--- config.mk ---
export PLATFORM = sky130hd
export DESIGN_NAME = uart_rx_ctrl_flat
export DESIGN_NICKNAME = d
export VERILOG_FILES = /design/src/rtl/uart_rx_ctrl_if.sv /design/src/rtl/uart_rx_ctrl.sv /design/src/flat_wrapper.sv
export SDC_FILE = /design/constraint.sdc
export NUM_CORES = 1
export LEC_CHECK = 0
export ABC_AREA = 1
export ABC_CLOCK_PERIOD_IN_PS = 2000
export CELL_PAD_IN_SITES_DETAIL_PLACEMENT = 0
export CELL_PAD_IN_SITES_GLOBAL_PLACEMENT = 1
export CORE_UTILIZATION = 46
export DETAILED_ROUTE_END_ITERATION = 8
export GPL_TIMING_DRIVEN = 0
export PLACE_DENSITY = 0.82
export SLEW_MARGIN = 10
export SYNTH_ARGS = -nofsm -noshare
export SYNTH_HDL_FRONTEND = slang
export SYNTH_SLANG_ARGS = --single-unit
--- constraint.sdc ---
create_clock -name clk -period 2 [get_ports clk]
set_input_delay 0.3 -clock clk [delete_from_list [all_inputs] [get_ports clk]]
set_output_delay 0.3 -clock clk [all_outputs]
set_load 0.1 [all_outputs]
--- src/rtl/uart_rx_ctrl_if.sv ---
// ---------------------------------------------------------------------------
// uart_rx_ctrl_if
//   Groups the two byte streams around the UART receive controller:
//     receiver side : rx_en, rx_byte_valid, rx_byte, rx_frame_err
//     consumer side : out_valid, out_data, out_ready
//   modport slave  : the controller (consumes receiver strobes, sources the FIFO head)
//   modport master : the environment (UART receiver model + byte consumer)
// ---------------------------------------------------------------------------
interface uart_rx_ctrl_if #(
    parameter int DATA_WIDTH = 8
);
    logic                  rx_en;
    logic                  rx_byte_valid;
    logic [DATA_WIDTH-1:0] rx_byte;
    logic                  rx_frame_err;
    logic                  out_valid;
    logic [DATA_WIDTH-1:0] out_data;
    logic                  out_ready;

    modport slave (
        output rx_en,
        input  rx_byte_valid,
        input  rx_byte,
        input  rx_frame_err,
        output out_valid,
        output out_data,
        input  out_ready
    );

    modport master (
        input  rx_en,
        output rx_byte_valid,
        output rx_byte,
        output rx_frame_err,
        input  out_valid,
        input  out_data,
        output out_ready
    );
endinterface

--- src/rtl/uart_rx_ctrl.sv ---
// ---------------------------------------------------------------------------
// uart_rx_ctrl
//   Sits between a UART receiver and a byte consumer. Gates the receiver,
//   buffers good bytes in a first-word-fall-through FIFO, drops framing-error
//   bytes, keeps sticky overrun/framing-error flags and pulses pkt_end after an
//   idle gap of IDLE_CHARS character times following at least one byte.
//
//   clk           clock, rising edge
//   rst           asynchronous reset, active-low
//   en_i          software enable
//   err_clr_i     clears overrun_o and frame_err_o (a same-cycle set wins)
//   fifo_count_o  number of bytes held (0..FIFO_DEPTH)
//   pkt_end_o     1-cycle pulse when the idle gap expires
//   overrun_o     sticky: byte lost because the FIFO was full
//   frame_err_o   sticky: framing-error byte discarded
//   bus           receiver strobes in, FIFO head (valid/ready) out
// ---------------------------------------------------------------------------
module uart_rx_ctrl #(
    parameter int DATA_WIDTH = 8,
    parameter int FIFO_DEPTH = 8,
    parameter int CLK_FREQ   = 50000000,
    parameter int BAUD_RATE  = 19200,
    parameter int IDLE_CHARS = 3
) (
    input  logic                        clk,
    input  logic                        rst,
    input  logic                        en_i,
    input  logic                        err_clr_i,
    output logic [$clog2(FIFO_DEPTH):0] fifo_count_o,
    output logic                        pkt_end_o,
    output logic                        overrun_o,
    output logic                        frame_err_o,
    uart_rx_ctrl_if.slave               bus
);

    localparam int PTR_W      = $clog2(FIFO_DEPTH);
    localparam int CNT_W      = PTR_W + 1;
    localparam int CLK_DIVIDE = CLK_FREQ / BAUD_RATE;
    localparam int TMO        = IDLE_CHARS * 10 * CLK_DIVIDE;
    localparam int IDLE_W     = (TMO > 1) ? $clog2(TMO) : 1;

    typedef enum logic [1:0] {
        ST_OFF,
        ST_RUN,
        ST_FLUSH
    } state_e;

    state_e                state_q, state_d;
    logic                  rx_en_q, rx_en_d;
    logic [DATA_WIDTH-1:0] mem_q [FIFO_DEPTH];
    logic [PTR_W-1:0]      wr_ptr_q, wr_ptr_d;
    logic [PTR_W-1:0]      rd_ptr_q, rd_ptr_d;
    logic [CNT_W-1:0]      count_q, count_d;
    logic                  overrun_q, overrun_d;
    logic                  frame_err_q, frame_err_d;
    logic [IDLE_W-1:0]     idle_cnt_q, idle_cnt_d;
    logic                  armed_q, armed_d;
    logic                  pkt_end_q, pkt_end_d;

    logic in_run, in_flush, strobe, push_req, err_byte;
    logic full, pop, do_write, drop;

    // Receiver strobes only count while running; OFF and FLUSH ignore them.
    assign in_run   = (state_q == ST_RUN);
    assign in_flush = (state_q == ST_FLUSH);
    assign strobe   = in_run && bus.rx_byte_valid;
    assign push_req = strobe && !bus.rx_frame_err;
    assign err_byte = strobe && bus.rx_frame_err;

    assign full     = (count_q == CNT_W'(FIFO_DEPTH));
    assign pop      = (count_q != '0) && bus.out_ready;
    // A full FIFO still accepts a byte when the head leaves in the same cycle.
    assign do_write = push_req && (!full || pop);
    assign drop     = push_req && full && !pop;

    // ------------------------------------------------------------------ FSM
    // NOTE: every signal assigned in an always_comb gets a default first, so no
    // path through the block can leave it unassigned and infer a latch.
    always_comb begin
        state_d = state_q;
        case (state_q)
            ST_OFF:   if (en_i)  state_d = ST_RUN;
            ST_RUN:   if (!en_i) state_d = ST_FLUSH;
            ST_FLUSH: state_d = ST_OFF;
            default:  state_d = ST_OFF;
        endcase
    end

    // rx_en is a register that tracks the state register exactly.
    assign rx_en_d = (state_d == ST_RUN);

    // ------------------------------------------------------------ datapath
    always_comb begin
        wr_ptr_d    = wr_ptr_q;
        rd_ptr_d    = rd_ptr_q;
        count_d     = count_q;
        overrun_d   = (overrun_q && !err_clr_i) || drop;
        frame_err_d = (frame_err_q && !err_clr_i) || err_byte;
        idle_cnt_d  = idle_cnt_q;
        armed_d     = armed_q;
        pkt_end_d   = 1'b0;

        if (in_flush) begin
            wr_ptr_d   = '0;
            rd_ptr_d   = '0;
            count_d    = '0;
            idle_cnt_d = '0;
            armed_d    = 1'b0;
        end else begin
            if (do_write) wr_ptr_d = wr_ptr_q + PTR_W'(1);
            if (pop)      rd_ptr_d = rd_ptr_q + PTR_W'(1);
            case ({do_write, pop})
                2'b10:   count_d = count_q + CNT_W'(1);
                2'b01:   count_d = count_q - CNT_W'(1);
                default: count_d = count_q;
            endcase

            // Any strobe, good or bad, restarts the gap; it beats the terminal cycle.
            if (strobe) begin
                idle_cnt_d = '0;
                armed_d    = 1'b1;
            end else if (in_run && armed_q) begin
                if (idle_cnt_q == IDLE_W'(TMO - 1)) begin
                    idle_cnt_d = '0;
                    armed_d    = 1'b0;
                    pkt_end_d  = 1'b1;
                end else begin
                    idle_cnt_d = idle_cnt_q + IDLE_W'(1);
                end
            end
        end
    end

    // NOTE: state registers use non-blocking assignments so every flop samples
    // pre-edge values regardless of the order the blocks are evaluated in.
    always_ff @(posedge clk or negedge rst) begin
        if (!rst) begin
            state_q     <= ST_OFF;
            rx_en_q     <= 1'b0;
            wr_ptr_q    <= '0;
            rd_ptr_q    <= '0;
            count_q     <= '0;
            overrun_q   <= 1'b0;
            frame_err_q <= 1'b0;
            idle_cnt_q  <= '0;
            armed_q     <= 1'b0;
            pkt_end_q   <= 1'b0;
        end else begin
            state_q     <= state_d;
            rx_en_q     <= rx_en_d;
            wr_ptr_q    <= wr_ptr_d;
            rd_ptr_q    <= rd_ptr_d;
            count_q     <= count_d;
            overrun_q   <= overrun_d;
            frame_err_q <= frame_err_d;
            idle_cnt_q  <= idle_cnt_d;
            armed_q     <= armed_d;
            pkt_end_q   <= pkt_end_d;
        end
    end

    // NOTE: the storage array is deliberately not reset; count_q alone says which
    // entries are meaningful, and leaving it out of reset keeps it a plain RAM.
    always_ff @(posedge clk) begin
        if (do_write) mem_q[wr_ptr_q] <= bus.rx_byte;
    end

    // --------------------------------------------------------------- outputs
    assign bus.rx_en     = rx_en_q;
    assign bus.out_valid = (count_q != '0);
    assign bus.out_data  = mem_q[rd_ptr_q];
    assign fifo_count_o  = count_q;
    assign pkt_end_o     = pkt_end_q;
    assign overrun_o     = overrun_q;
    assign frame_err_o   = frame_err_q;

endmodule
--- src/flat_wrapper.sv ---
// flat-port wrapper written by rule: the top's interface ports become plain ports
module uart_rx_ctrl_flat 
#(
    parameter int DATA_WIDTH = 8,
    parameter int FIFO_DEPTH = 8,
    parameter int CLK_FREQ   = 50000000,
    parameter int BAUD_RATE  = 19200,
    parameter int IDLE_CHARS = 3
)
  (clk, rst, en_i, err_clr_i, fifo_count_o, pkt_end_o, overrun_o, frame_err_o, bus_rx_en, bus_rx_byte_valid, bus_rx_byte, bus_rx_frame_err, bus_out_valid, bus_out_data, bus_out_ready);
  uart_rx_ctrl_if #(.DATA_WIDTH(DATA_WIDTH)) bus_i ();
  input  logic clk;
  input  logic rst;
  input  logic en_i;
  input  logic err_clr_i;
  output logic [$clog2(FIFO_DEPTH):0] fifo_count_o;
  output logic pkt_end_o;
  output logic overrun_o;
  output logic frame_err_o;
  output wire logic [$bits(bus_i.rx_en)-1:0] bus_rx_en;
  input wire logic [$bits(bus_i.rx_byte_valid)-1:0] bus_rx_byte_valid;
  input wire logic [$bits(bus_i.rx_byte)-1:0] bus_rx_byte;
  input wire logic [$bits(bus_i.rx_frame_err)-1:0] bus_rx_frame_err;
  output wire logic [$bits(bus_i.out_valid)-1:0] bus_out_valid;
  output wire logic [$bits(bus_i.out_data)-1:0] bus_out_data;
  input wire logic [$bits(bus_i.out_ready)-1:0] bus_out_ready;
  assign bus_rx_en = bus_i.rx_en;
  assign bus_i.rx_byte_valid = bus_rx_byte_valid;
  assign bus_i.rx_byte = bus_rx_byte;
  assign bus_i.rx_frame_err = bus_rx_frame_err;
  assign bus_out_valid = bus_i.out_valid;
  assign bus_out_data = bus_i.out_data;
  assign bus_i.out_ready = bus_out_ready;
  uart_rx_ctrl #(.DATA_WIDTH(DATA_WIDTH), .FIFO_DEPTH(FIFO_DEPTH), .CLK_FREQ(CLK_FREQ), .BAUD_RATE(BAUD_RATE), .IDLE_CHARS(IDLE_CHARS)) u_core (.clk(clk), .rst(rst), .en_i(en_i), .err_clr_i(err_clr_i), .fifo_count_o(fifo_count_o), .pkt_end_o(pkt_end_o), .overrun_o(overrun_o), .frame_err_o(frame_err_o), .bus(bus_i));
endmodule
* After elaboration in Yosys (flattened, before gate mapping) *
Memory sizes are Yosys's and may differ from the RTL's.
Cells that the tools add are included.

operators by class
  add/sub/neg operators = 5
  multipliers = 0
  div/mod/pow operators = 0
  magnitude comparators = 0
  equal/unequal tests = 7
  shift-type cells = 0
  muxes and demuxes = 23
  bitwise gates (word level) = 0
  reductions and logical operators = 25

operators with widths
  kind                   number
  $mux 17                4
  $add 17x1->17 const B  1
  $eq 17x17->1 const B   1
  $mux 3                 4
  $logic_and 1x1->1      10
  $mux 1                 10
  $reduce_bool 3->1      3
  $pmux 4 s2             1
  $add 3x1->3 const B    2
  $eq 2x1->1 const B     3
  $add 4x1->4 const B    1
  $eq 2x2->1 const B     2
  $eq 4x4->1 const B     1
  $logic_not 1->1        4
  $mux 2                 2
  $mux 4                 1
  $pmux 2 s2             1
  $reduce_bool 2->1      2
  $reduce_bool 4->1      1
  $sub 4x1->4 const B    1
  $logic_or 1x1->1       3
  $logic_not 2->1        1
  $reduce_and 2->1       1

storage, ports and cells
  flip-flop bits (word level) = 34
  bits in latches = 0
  RAM bits = 64
  memory bits (read-only) = 0
  bits of input ports = 15
  output and inout port bits = 17
  word-level logic and storage cells = 71
  memories kept = 1

memories
  name          words  width  rd ports  clocked after memory_dff  write ports  line                text
  u_core.mem_q  8      8      1         0                         1            uart_rx_ctrl.sv:50  logic [DATA_WIDTH-1:0] mem_q [FIFO_DEPTH];

* Depth between registers and ports, before layout *
Gate-level depths: netlist of run 1.

  depth after elaboration = 7
  mapped depth = 12
  mapped depth without buffers = 12

* Worst setup path after synthesis of run 1 *
No wires, ideal clock.

  path type = reg-to-output
  from = register u_core.rd_ptr_q[1]
  to = output port bus_out_data[6]
  data arrival time = 2657 ps
  required time = 1700 ps
  setup slack = -957 ps
  stages on the path, launching flop included = 7
  buffers on the path = 1
  cell sequence = dfrtp_1 -> inv_1 -> clkbuf_1 -> o21ai_0 -> o22ai_1 -> nor2_1 -> a31oi_1

on the way
  word-level cells in the longest chain between the ends = 1

ends and longest elaborated chain
  element                 line                 text
  from (decl)             uart_rx_ctrl.sv:52   logic [PTR_W-1:0] rd_ptr_q, rd_ptr_d;
  from (signal assigned)  uart_rx_ctrl.sv:152  rd_ptr_q <= rd_ptr_d;
  $mem_v2 8x8             --
  to (decl)               flat_wrapper.sv:25   output wire logic [$bits(bus_i.out_data)-1:0] bus_out_data;

No other way between the ends.

* Worst setup path after layout of run 1 *
  from = register u_core.rd_ptr_q[0]
  to = output port bus_out_data[7]

The elaborated chain is that of the path after synthesis.

==> results.py, run 1 <==
metrics = {
    "status": {
        "status": "finished, violations left",
        "violations": "negative setup slack",
    },
    "setup_path": {
        "slowest_stage": "dfrtp_2",
        "critPathKind": "register to primary output",
        "start_kind": "register",
        "max_stage_delay_ns": 0.49,
        "cp_num_buf_inv": 3,
        "path_cells": "clkinv_4 > clkbuf_16 > nor2_2 > o22ai_1 > nor2_1 > a31oi_4 > buf_12",
        "endpoint_kind": "primary output",
        "crit_fanout": 6,
        "required_ns": 1.70,
        "worst_path_dominant_cell_family": "buffers and inverters",
        "arrival_ns": 1.83,
    },
    "sta": {
        "rsz0062_at_grt": "yes",
        "setup_violations": 8,
        "setup_ws_ns": -0.135,
        "drv_slew": 0,
        "finalCritPeriodShare_pct": 107,
        "hold_viol_final": 0,
        "maxSlewHeadroom_pct": 36.4,
        "setup-tns-final_ns": -0.686,
        "whs_ns": 0.00979,
        "skew_ns": 0.0102,
        "max_freq_ghz": 0.468,
        "worst_slew_pin_slew_ns": 0.958,
        "period_minus_slack_ns": 2.13,
    },
    "global_routing": {
        "gr-total-overflow": 0,
        "antenna_found_initial": 0,
        "grt_pass1_wl_um": 15700,
        "grt_pass1_vias": 3124,
        "grt_usage_pct": 21.2,
        "grt_max_degree": 35,
    },
    "cts": {
        "cts_max_path_buffers": 2,
        "h-tree-depth": 3,
        "cts_made_buffers": 9,
        "root_buffer": "clkbuf_8",
        "clk_pin_slew_ns": 0.09,
        "worstSkewPairLatency_ns": 0.37,
        "cts_tree": "yes",
        "cts_hold_buf": 0,
        "clkSinkCount": 98,
    },
    "logic_synthesis": {
        "yosysSeqAreaShare_pct": 63.4,
        "synthAdderAreaFrac_pct": 1.43,
        "avgSynthCellArea_um2": 10.1,
        "netlist_instances": 432,
        "netlist_area_mm2": 0.00437,
        "synth_top_family_by_area": "simple AND/OR/NAND/NOR gates",
        "synth_ff_type": "edfxtp_1",
        "synthXorXnorAreaFrac_pct": 0.801,
        "yosys.area_share.simple_pct": 19.7,
        "synth.distinct_cells": 34,
        "yosysWarnings": 0,
        "synth-compound-area-share_pct": 9.81,
        "synthesis.nets": 452,
        "synth_mux_area_share_pct": 0.229,
        "synth_seq_cells": 98,
        "synthArstFlopShare_pct": 34.7,
        "synth_edf_count": 64,
    },
    "detailed_routing": {
        "vias_per_cell": 5.27,
        "drt_iter0_markers": 146,
        "ant_nets": 0,
        "post_drt_wl_per_cell_um": 15.9,
        "drt-total-wl_um": 9880,
        "drt_pass1_iterations": 4,
        "routed-via-count": 3282,
        "remaining_drc_errors": 0,
    },
    "floorplanning": {
        "num_rows": 35,
        "die-area_mm2": 0.00990,
        "core_mm2": 0.00924,
        "chipHeight_um": 99.5,
        "die_w_um": 99.5,
        "start_util_pct": 47.3,
        "ios": 32,
    },
    "pwr": {
        "vdd_ir_drop_max_mv": 0.830,
        "leakage_nw": 2.20,
        "power_density_mw_per_mm2": 1510,
    },
    "placement": {
        "port_buffers": 31,
        "hpwl_um": 6190,
        "gp_congestion": 0.791,
    },
    "layout": {
        "diodes": 0,
        "layout-drive-gt1-share_pct": 25.7,
        "final_nets": 510,
        "area_growth_pct": 30.0,
    },
    "min_path": {
        "hp-class": "input port to async pin",
    },
    "run": {
        "cap_violations": 0,
    },
}
==> where the power goes <==
part / switching (mW) / internal (mW) / total (mW) / leakage (nW)
Clock: 0.689 / 0.571 / 1.26 / 0.0937
Sequential: 0.206 / 2.33 / 2.54 / 1.02
Combinational: 3.04 / 1.72 / 4.76 / 1.09
==> cell usage in the layout, fill, tap and decap left out, types with 11 or more instances in the layout <==
| cell type | netlist | routed |
|---|---|---|
| inv_1 | 38 | 36 |
| nor2_4 | 3 | 14 |
| nor3_1 | 11 | 11 |
| nand2_1 | 59 | 55 |
| a21oi_1 | 11 | 11 |
| nor2_2 | 3 | 15 |
| dfrtp_1 | 34 | 27 |
| nor2_1 | 83 | 60 |
| clkbuf_8 | 0 | 15 |
| o21ai_0 | 39 | 12 |
| clkdlybuf4s50_1 | 0 | 13 |
| o21ai_1 | 3 | 27 |
| buf_4 | 0 | 11 |
| nand3_1 | 12 | 12 |
| edfxtp_1 | 64 | 64 |
==> cells by family (layout without fill, tap and decap cells) <==
group	Yosys count	count (layout)
buffers and inverters	52	114
AOI/OAI and AO/OA	78	78
DFF	98	98
xor gates and xnor gates	4	4
and+or+nand+nor	194	194
muxes	1	1
adders and majority gates	5	5
==> worst paths after layout <==
path	from	to	slack, ns	cells after the start
worst max-delay path	u_core.rd_ptr_q[0]	bus_out_data[7]	-0.13	7
worst min-delay path	rst	u_core.idle_cnt_q[6]	0.01	1
worst max register to register	u_core.state_q[1]	u_core.mem_q[6][3]	0.14	7
worst min register to register	u_core.armed_q	u_core.armed_q	0.52	2
max in group asynchronous	rst	u_core.fifo_count_o[3]	1.40	1
min in group clk	en_i	u_core.bus.rx_en	0.49	3
==> flip-flops by register name, summed over array words and instances, names as in the netlist <==
register,flops
u_core.fifo_count_o,4
u_core.idle_cnt_q,17
u_core.bus.rx_en,1
u_core.overrun_o,1
u_core.wr_ptr_q,3
u_core.frame_err_o,1
u_core.rd_ptr_q,3
u_core.armed_q,1
u_core.pkt_end_o,1
u_core.mem_q,64
u_core.state_q,2
==> routing by layer <==
layer | global-route usage [%] | routed length (um) | vias up
met4 | 8.48 | 204 | 0
met2 | 35.0 | 4910 | 75
met3 | 3.16 | 382 | 16
met5 | 0 | 0 | -
li1 | - | - | 1606
met1 | 28.2 | 4380 | 1585
==> through the flow <==
step | power, mW | utilization, % | worst slack [ns] | instance area, um2 | cells
after detailed placement | 6.25 | 53.9 | -1.37 | 4980 | 592
after global routing | 8.94 | 61.5 | -0.183 | 5690 | 623
final | 8.56 | 61.5 | -0.135 | 5690 | 623
after global placement | 6.23 | 53.9 | -1.32 | 4980 | 592
after CTS | 8.34 | 59.2 | -0.245 | 5470 | 613
after floorplan | 5.42 | - | -0.235 | 4510 | 432
==> final cells by class <==
class / count / area [um2]
buffer: 10 / 170
clock buffer: 10 / 128
clock inverter: 5 / 56.3
fill: 758 / 3550
inverter: 42 / 166
multi-input combinational: 282 / 1700
sequential: 98 / 2790
tap: 129 / 161
timing repair buffer: 47 / 518
==> synth_stat cells, types with 3 or more instances <==
master    number  area (um2)
o21ai_0       39         195
inv_1         38         143
nand3_1       12        60.1
nor3_1        11        55.1
nand2_1       59         221
dfrtp_1       34         851
o21ai_1        3        15.0
a31oi_1        9        56.3
nor2_1        83         312
inv_2          3        11.3
o22ai_1       11        68.8
nand2_2        5        31.3
nand4_1       10        62.6
a21oi_1       11        55.1
ha_1           5        62.6
nor2_4         3        33.8
clkbuf_1       9        33.8
edfxtp_1      64        1920
nor2_2         3        18.8
==> what timing repair did <==
action                                  in CTS  in global routing
pin swaps                                   13                 17
endpoints found under the setup margin      82                 75
gates cloned                                 2                  0
setup buffers                                4                 10
gates resized for setup                    147                 62
(Power assumes the default switching activity.)
==> run 2, diff against run 1 <==
- CAP_MARGIN: unset -> 25
- CORE_ASPECT_RATIO: unset -> 1.1
- SLEW_MARGIN: 10 -> 20
==> run 2 against run 1 <==
Against the previous run: the flow still finishes with violations (negative setup slack); largest power group unchanged; critical endpoint unchanged; first-iteration DRC count shrank 6.8%; register-to-register slack got worse by 0.04 ns; design area is 0.95% higher.
==> results.py, run 2 (synthesis results as in run 1) <==
metrics = {
    "cts": {
        "clkSinkCount": 98,
        "h-tree-depth": 3,
        "clk_pin_slew_ns": 0.11,
        "worstSkewPairLatency_ns": 0.37,
        "cts_tree": "yes",
        "cts_made_buffers": 9,
        "root_buffer": "clkbuf_8",
        "cts_max_path_buffers": 2,
    },
    "setup_path": {
        "endpoint_kind": "primary output",
        "cp_num_buf_inv": 4,
        "arrival_ns": 1.77,
        "slowest_stage": "dfrtp_2",
        "critPathKind": "register to primary output",
        "max_stage_delay_ns": 0.47,
        "worstReg2RegStart": "u_core.state_q[1]",
        "required_ns": 1.70,
        "crit_start": "u_core.rd_ptr_q[0]",
        "crit_fanout": 6,
        "path_cells": "clkinv_4 > buf_4 > clkbuf_8 > o21ai_2 > a31oi_4 > buf_12",
        "worst_path_dominant_cell_family": "buffers and inverters",
        "start_kind": "register",
    },
    "pwr": {
        "p_sw_share_pct": 46.8,
        "p_int_mw": 4.63,
        "leakage_nw": 2.22,
        "power_density_mw_per_mm2": 1520,
        "vdd_ir_drop_max_mv": 0.839,
        "pwr-share-clk_pct": 13.9,
        "p_switching_mw": 4.07,
        "p_total_mw": 8.70,
        "p_comb_share_pct": 57.1,
        "pwr-share-seq_pct": 29.0,
    },
    "layout": {
        "layout-drive-gt1-share_pct": 27.3,
        "diodes": 0,
        "layout_commonest_cell": "edfxtp_1",
        "top_register": "u_core.mem_q",
        "fillers": 733,
        "area_growth_pct": 31.2,
        "final_cell_mix": "edfxtp_1 (64), nor2_1 (59), nand2_1 (55), inv_1 (36), dfrtp_1 (28)",
        "largest_reg_flops": 64,
        "final_nets": 509,
    },
    "placement": {
        "gp_congestion": 0.812,
        "hpwl_um": 6620,
        "port_buffers": 31,
    },
    "sta": {
        "worst_slew_pin_slew_ns": 0.987,
        "setup_ws_ns": -0.0739,
        "hold_viol_final": 0,
        "rsz0062_at_grt": "yes",
        "finalCritPeriodShare_pct": 104,
        "skew_ns": 0.0144,
        "maxSlewHeadroom_pct": 34.5,
        "setup_violations": 8,
        "whs_ns": 0.316,
        "drv_slew": 0,
        "period_minus_slack_ns": 2.07,
        "max_freq_ghz": 0.482,
    },
    "detailed_routing": {
        "post_drt_wl_per_cell_um": 16.5,
        "remaining_drc_errors": 0,
        "drt-total-wl_um": 10000,
        "ant_nets": 0,
        "drt_pass1_iterations": 4,
        "vias_per_cell": 5.38,
        "routed-via-count": 3273,
        "drt_iter0_markers": 136,
    },
    "floorplanning": {
        "num_rows": 36,
        "die_w_um": 95.0,
        "core_mm2": 0.00905,
        "start_util_pct": 48.3,
        "die-area_mm2": 0.00990,
        "chipHeight_um": 104,
        "ios": 32,
    },
    "global_routing": {
        "grt_max_degree": 26,
        "gr-total-overflow": 0,
        "antenna_found_initial": 0,
        "grt_usage_pct": 21.6,
        "grt_pass1_wl_um": 16000,
        "grt_pass1_vias": 3151,
    },
    "run": {
        "cap_violations": 0,
    },
    "status": {
        "status": "finished, violations left",
        "violations": "negative setup slack",
    },
    "min_path": {
        "hp-class": "input port to async pin",
    },
}
-- run 2: cell count changes in the layout (fill, tap and decap cells not counted), moves of 2 or more --
cell,before,now
o21ai_2,3,11
o21ai_1,27,22
buf_4,11,7
o21ai_0,12,8
clkbuf_2,4,1
clkdlybuf4s15_1,0,3
inv_6,0,3
buf_6,2,4
o22ai_1,6,4
o22ai_2,5,7
-- run 2: timing repair --
action,CTS,global route
endpoints found under the setup margin,82,76
endpoints found under the hold margin,9,0
pin swaps,14,14
gates resized for setup,157,69
hold buffers,1,0
cloned,2,0
buffers inserted,5,5
-- run 2: final timing paths --
kind,endpoint,slack [ns],cells past startpoint
min,u_core.idle_cnt_q[6],0.32,2
max reg2reg,u_core.mem_q[3][0],0.10,7
min reg2reg,u_core.armed_q,0.51,2
max,bus_out_data[7],-0.07,6
min in group clk,u_core.armed_q,0.51,2
max in group asynchronous,u_core.fifo_count_o[3],1.25,3
-- run 2: power by group through the flow --
stage | Sequential [mW] | Combinational (mW) | Clock (mW)
finish | 2.52 | 4.96 | 1.21
global route | 2.56 | 5.23 | 1.33
CTS | 2.50 | 4.65 | 1.23
detailed placement | 2.54 | 3.76 | 0
global placement | 2.53 | 3.70 | 0
floorplan | 2.79 | 2.63 | 0
-- run 2: area by class of cell --
cell class,instances,area (um2),area share (%)
plain buffers,10,171,2.99
clock buffers,9,124,2.16
clock inverters,7,58.8,1.02
inverters,42,169,2.94
multi-input cells,282,1750,30.5
flip-flops and latches,98,2790,48.6
well taps,114,143,2.49
repair buffers,46,536,9.33
-- run 2: worst register-to-register path: cells and delay by family (launching register included) --
| family | cells | cell delay [ns] |
|---|---|---|
| simple gates | 4 | 0.77 |
| flops | 1 | 0.46 |
| buf+inv | 3 | 0.36 |
-- run 2: metal layers --
| metal | track usage (%) | vias to the layer above | share of wire [%] |
|---|---|---|---|
| li1 | - | 1614 | - |
| met1 | 29.0 | 1580 | 44 |
| met2 | 35.1 | 73 | 52 |
| met3 | 3.58 | 6 | 3.9 |
| met4 | 7.47 | 0 | 0.76 |
| met5 | 0 | - | 0 |
-- run 2: stage by stage --
step	cells	worst slack, ns	cell area [um2]	utilization (%)	TNS (ns)
after global routing	608	-0.142	5740	63.4	-1.17
after detailed placement	579	-1.35	4990	55.1	-44.73
after CTS	603	-0.249	5530	61.0	-6.16
after floorplan	432	-0.235	4510	-	-0.235
final	608	-0.0739	5740	63.4	-0.436
after global placement	577	-1.33	4960	54.8	-48.48
==> run 3, diff against run 2 <==
- CORE_ASPECT_RATIO: 1.1 -> unset
- CORE_MARGIN: unset -> 3
- CORE_UTILIZATION: 46 -> 24
- PLACE_DENSITY: 0.82 -> 0.5
==> run 3 against run 2 <==
Against the previous run: the run still ends with negative setup slack left; via count is 1.6% lower; wire length up 13%; flip-flop and latch count stayed put; die area grew 100%; global-route usage down 9.7 points; clock skew fell by 0.0071 ns; design area rose by 5.0%; count of clock-buffer cells in the layout is the same; critical path type unchanged; largest power group unchanged.
==> results.py, run 3 (synthesis results as in run 1) <==
metrics = {
    "cts": {
        "worstSkewPairLatency_ns": 0.35,
        "cts_tree": "yes",
        "clk_pin_slew_ns": 0.07,
        "cts_made_buffers": 9,
        "root_buffer": "clkbuf_16",
        "h-tree-depth": 3,
        "cts_max_path_buffers": 2,
        "clkSinkCount": 98,
    },
    "layout": {
        "layout_commonest_cell": "edfxtp_1",
        "largest_reg_flops": 64,
        "final_cell_mix": "edfxtp_1 (64), nor2_1 (60), nand2_1 (55), inv_1 (35), dfrtp_1 (28)",
        "top_register": "u_core.mem_q",
        "final_nets": 512,
        "layout-drive-gt1-share_pct": 26.0,
        "area_growth_pct": 37.8,
        "diodes": 0,
    },
    "run": {
        "cap_violations": 0,
    },
    "detailed_routing": {
        "routed-via-count": 3219,
        "drt_iter0_markers": 158,
        "drt_pass1_iterations": 4,
        "ant_nets": 0,
        "post_drt_wl_per_cell_um": 15.7,
        "vias_per_cell": 4.46,
        "remaining_drc_errors": 0,
        "drt-total-wl_um": 11300,
    },
    "floorplanning": {
        "die_w_um": 141,
        "num_rows": 48,
        "die-area_mm2": 0.0199,
        "ios": 32,
        "chipHeight_um": 141,
        "core_mm2": 0.0176,
        "start_util_pct": 24.9,
    },
    "sta": {
        "worst_slew_pin_slew_ns": 0.966,
        "skew_ns": 0.00728,
        "max_freq_ghz": 0.476,
        "period_minus_slack_ns": 2.10,
        "drv_slew": 0,
        "setup_violations": 8,
        "maxSlewHeadroom_pct": 35.8,
        "finalCritPeriodShare_pct": 105,
        "setup_ws_ns": -0.103,
        "hold_viol_final": 0,
        "whs_ns": 0.348,
        "rsz0062_at_grt": "yes",
    },
    "setup_path": {
        "arrival_ns": 1.80,
        "worst_path_dominant_cell_family": "buffers and inverters",
        "required_ns": 1.70,
        "crit_fanout": 7,
        "critPathKind": "register to primary output",
        "start_kind": "register",
        "path_cells": "clkinv_4 > clkbuf_16 > nor2_4 > o22ai_2 > nor2_2 > a31oi_4 > buf_12",
        "cp_num_buf_inv": 3,
        "slowest_stage": "dfrtp_2",
        "endpoint_kind": "primary output",
        "max_stage_delay_ns": 0.49,
    },
    "pwr": {
        "power_density_mw_per_mm2": 1520,
        "vdd_ir_drop_max_mv": 2.40,
        "leakage_nw": 2.27,
        "p_total_mw": 9.15,
    },
    "placement": {
        "hpwl_um": 7390,
        "port_buffers": 31,
        "gp_congestion": 0.731,
        "place_ws_ns": -1.48,
    },
    "global_routing": {
        "gr-total-overflow": 0,
        "antenna_found_initial": 0,
        "grt_pass1_wl_um": 17700,
        "grt_usage_pct": 11.9,
        "grt_max_degree": 27,
        "grt_pass1_vias": 3105,
    },
    "status": {
        "violations": "negative setup slack",
        "status": "finished, violations left",
    },
    "min_path": {
        "hp-class": "input port to async pin",
    },
}
[run 3: area by class of cell]
cell class | count | area (um2)
multi-input combinational | 282 | 1730
clock inverter | 6 | 66.3
fill | 1771 | 11600
inverter | 42 | 166
buffer | 10 | 168
clock buffer | 9 | 225
tap | 225 | 282
sequential | 98 | 2790
timing repair buffer | 49 | 601
[run 3: final timing paths]
check                                             from                     end  slack, ns  cells after the start
min in group clk                        u_core.armed_q          u_core.armed_q       0.51                      2
worst min register to register          u_core.armed_q          u_core.armed_q       0.51                      2
worst max register to register  u_core.fifo_count_o[3]  u_core.fifo_count_o[3]       0.18                     12
worst min-delay path                               rst    u_core.idle_cnt_q[7]       0.35                      2
worst max-delay path                u_core.rd_ptr_q[0]         bus_out_data[2]      -0.10                      7
max in group asynchronous                          rst  u_core.fifo_count_o[3]       1.20                      3
[run 3: routing by layer]
metal / track usage (%) / up-vias / part of all wire (%)
met3: 3.22 / 9 / 3.8
li1: - / 1616 / -
met5: 0 / - / 0
met2: 18.4 / 47 / 47
met4: 4.13 / 0 / 1.1
met1: 16.2 / 1547 / 48
[run 3: metrics by stage]
| stage | instances | util [%] | area, um2 | TNS (ns) |
|---|---|---|---|---|
| after floorplan | 432 | - | 4510 | -0.235 |
| after global placement | 688 | 29.0 | 5100 | -63.57 |
| after detailed placement | 689 | 29.1 | 5120 | -51.75 |
| after CTS | 713 | 33.1 | 5820 | -0.899 |
| after global routing | 721 | 34.3 | 6030 | -1.21 |
| final | 721 | 34.3 | 6030 | -0.626 |
[run 3: where the power goes]
group	leakage, nW	total, mW	switching [mW]	internal, mW
registers	1.02	2.53	0.201	2.33
logic	1.12	4.90	3.14	1.76
clock network	0.136	1.72	0.754	0.965
[run 3: repair_timing]
item,in CTS,in global routing
setup buffers,5,8
gates resized for setup,167,46
hold buffers,1,0
pin swaps,13,14
endpoints found under the setup margin,82,75
endpoints found under the hold margin,8,0
gates cloned,3,0
[run 3: worst register-to-register path, stage by stage (launching register included)]
cell,delay [ns]
dfrtp_4,0.51
nor2_2,0.16
a21oi_2,0.12
nand2_2,0.10
inv_1,0.07
ha_1,0.32
nand4_1,0.11
nand2_1,0.08
inv_1,0.05
nand2_1,0.05
nand2_1,0.04
nand3_1,0.07
nand2_1,0.05
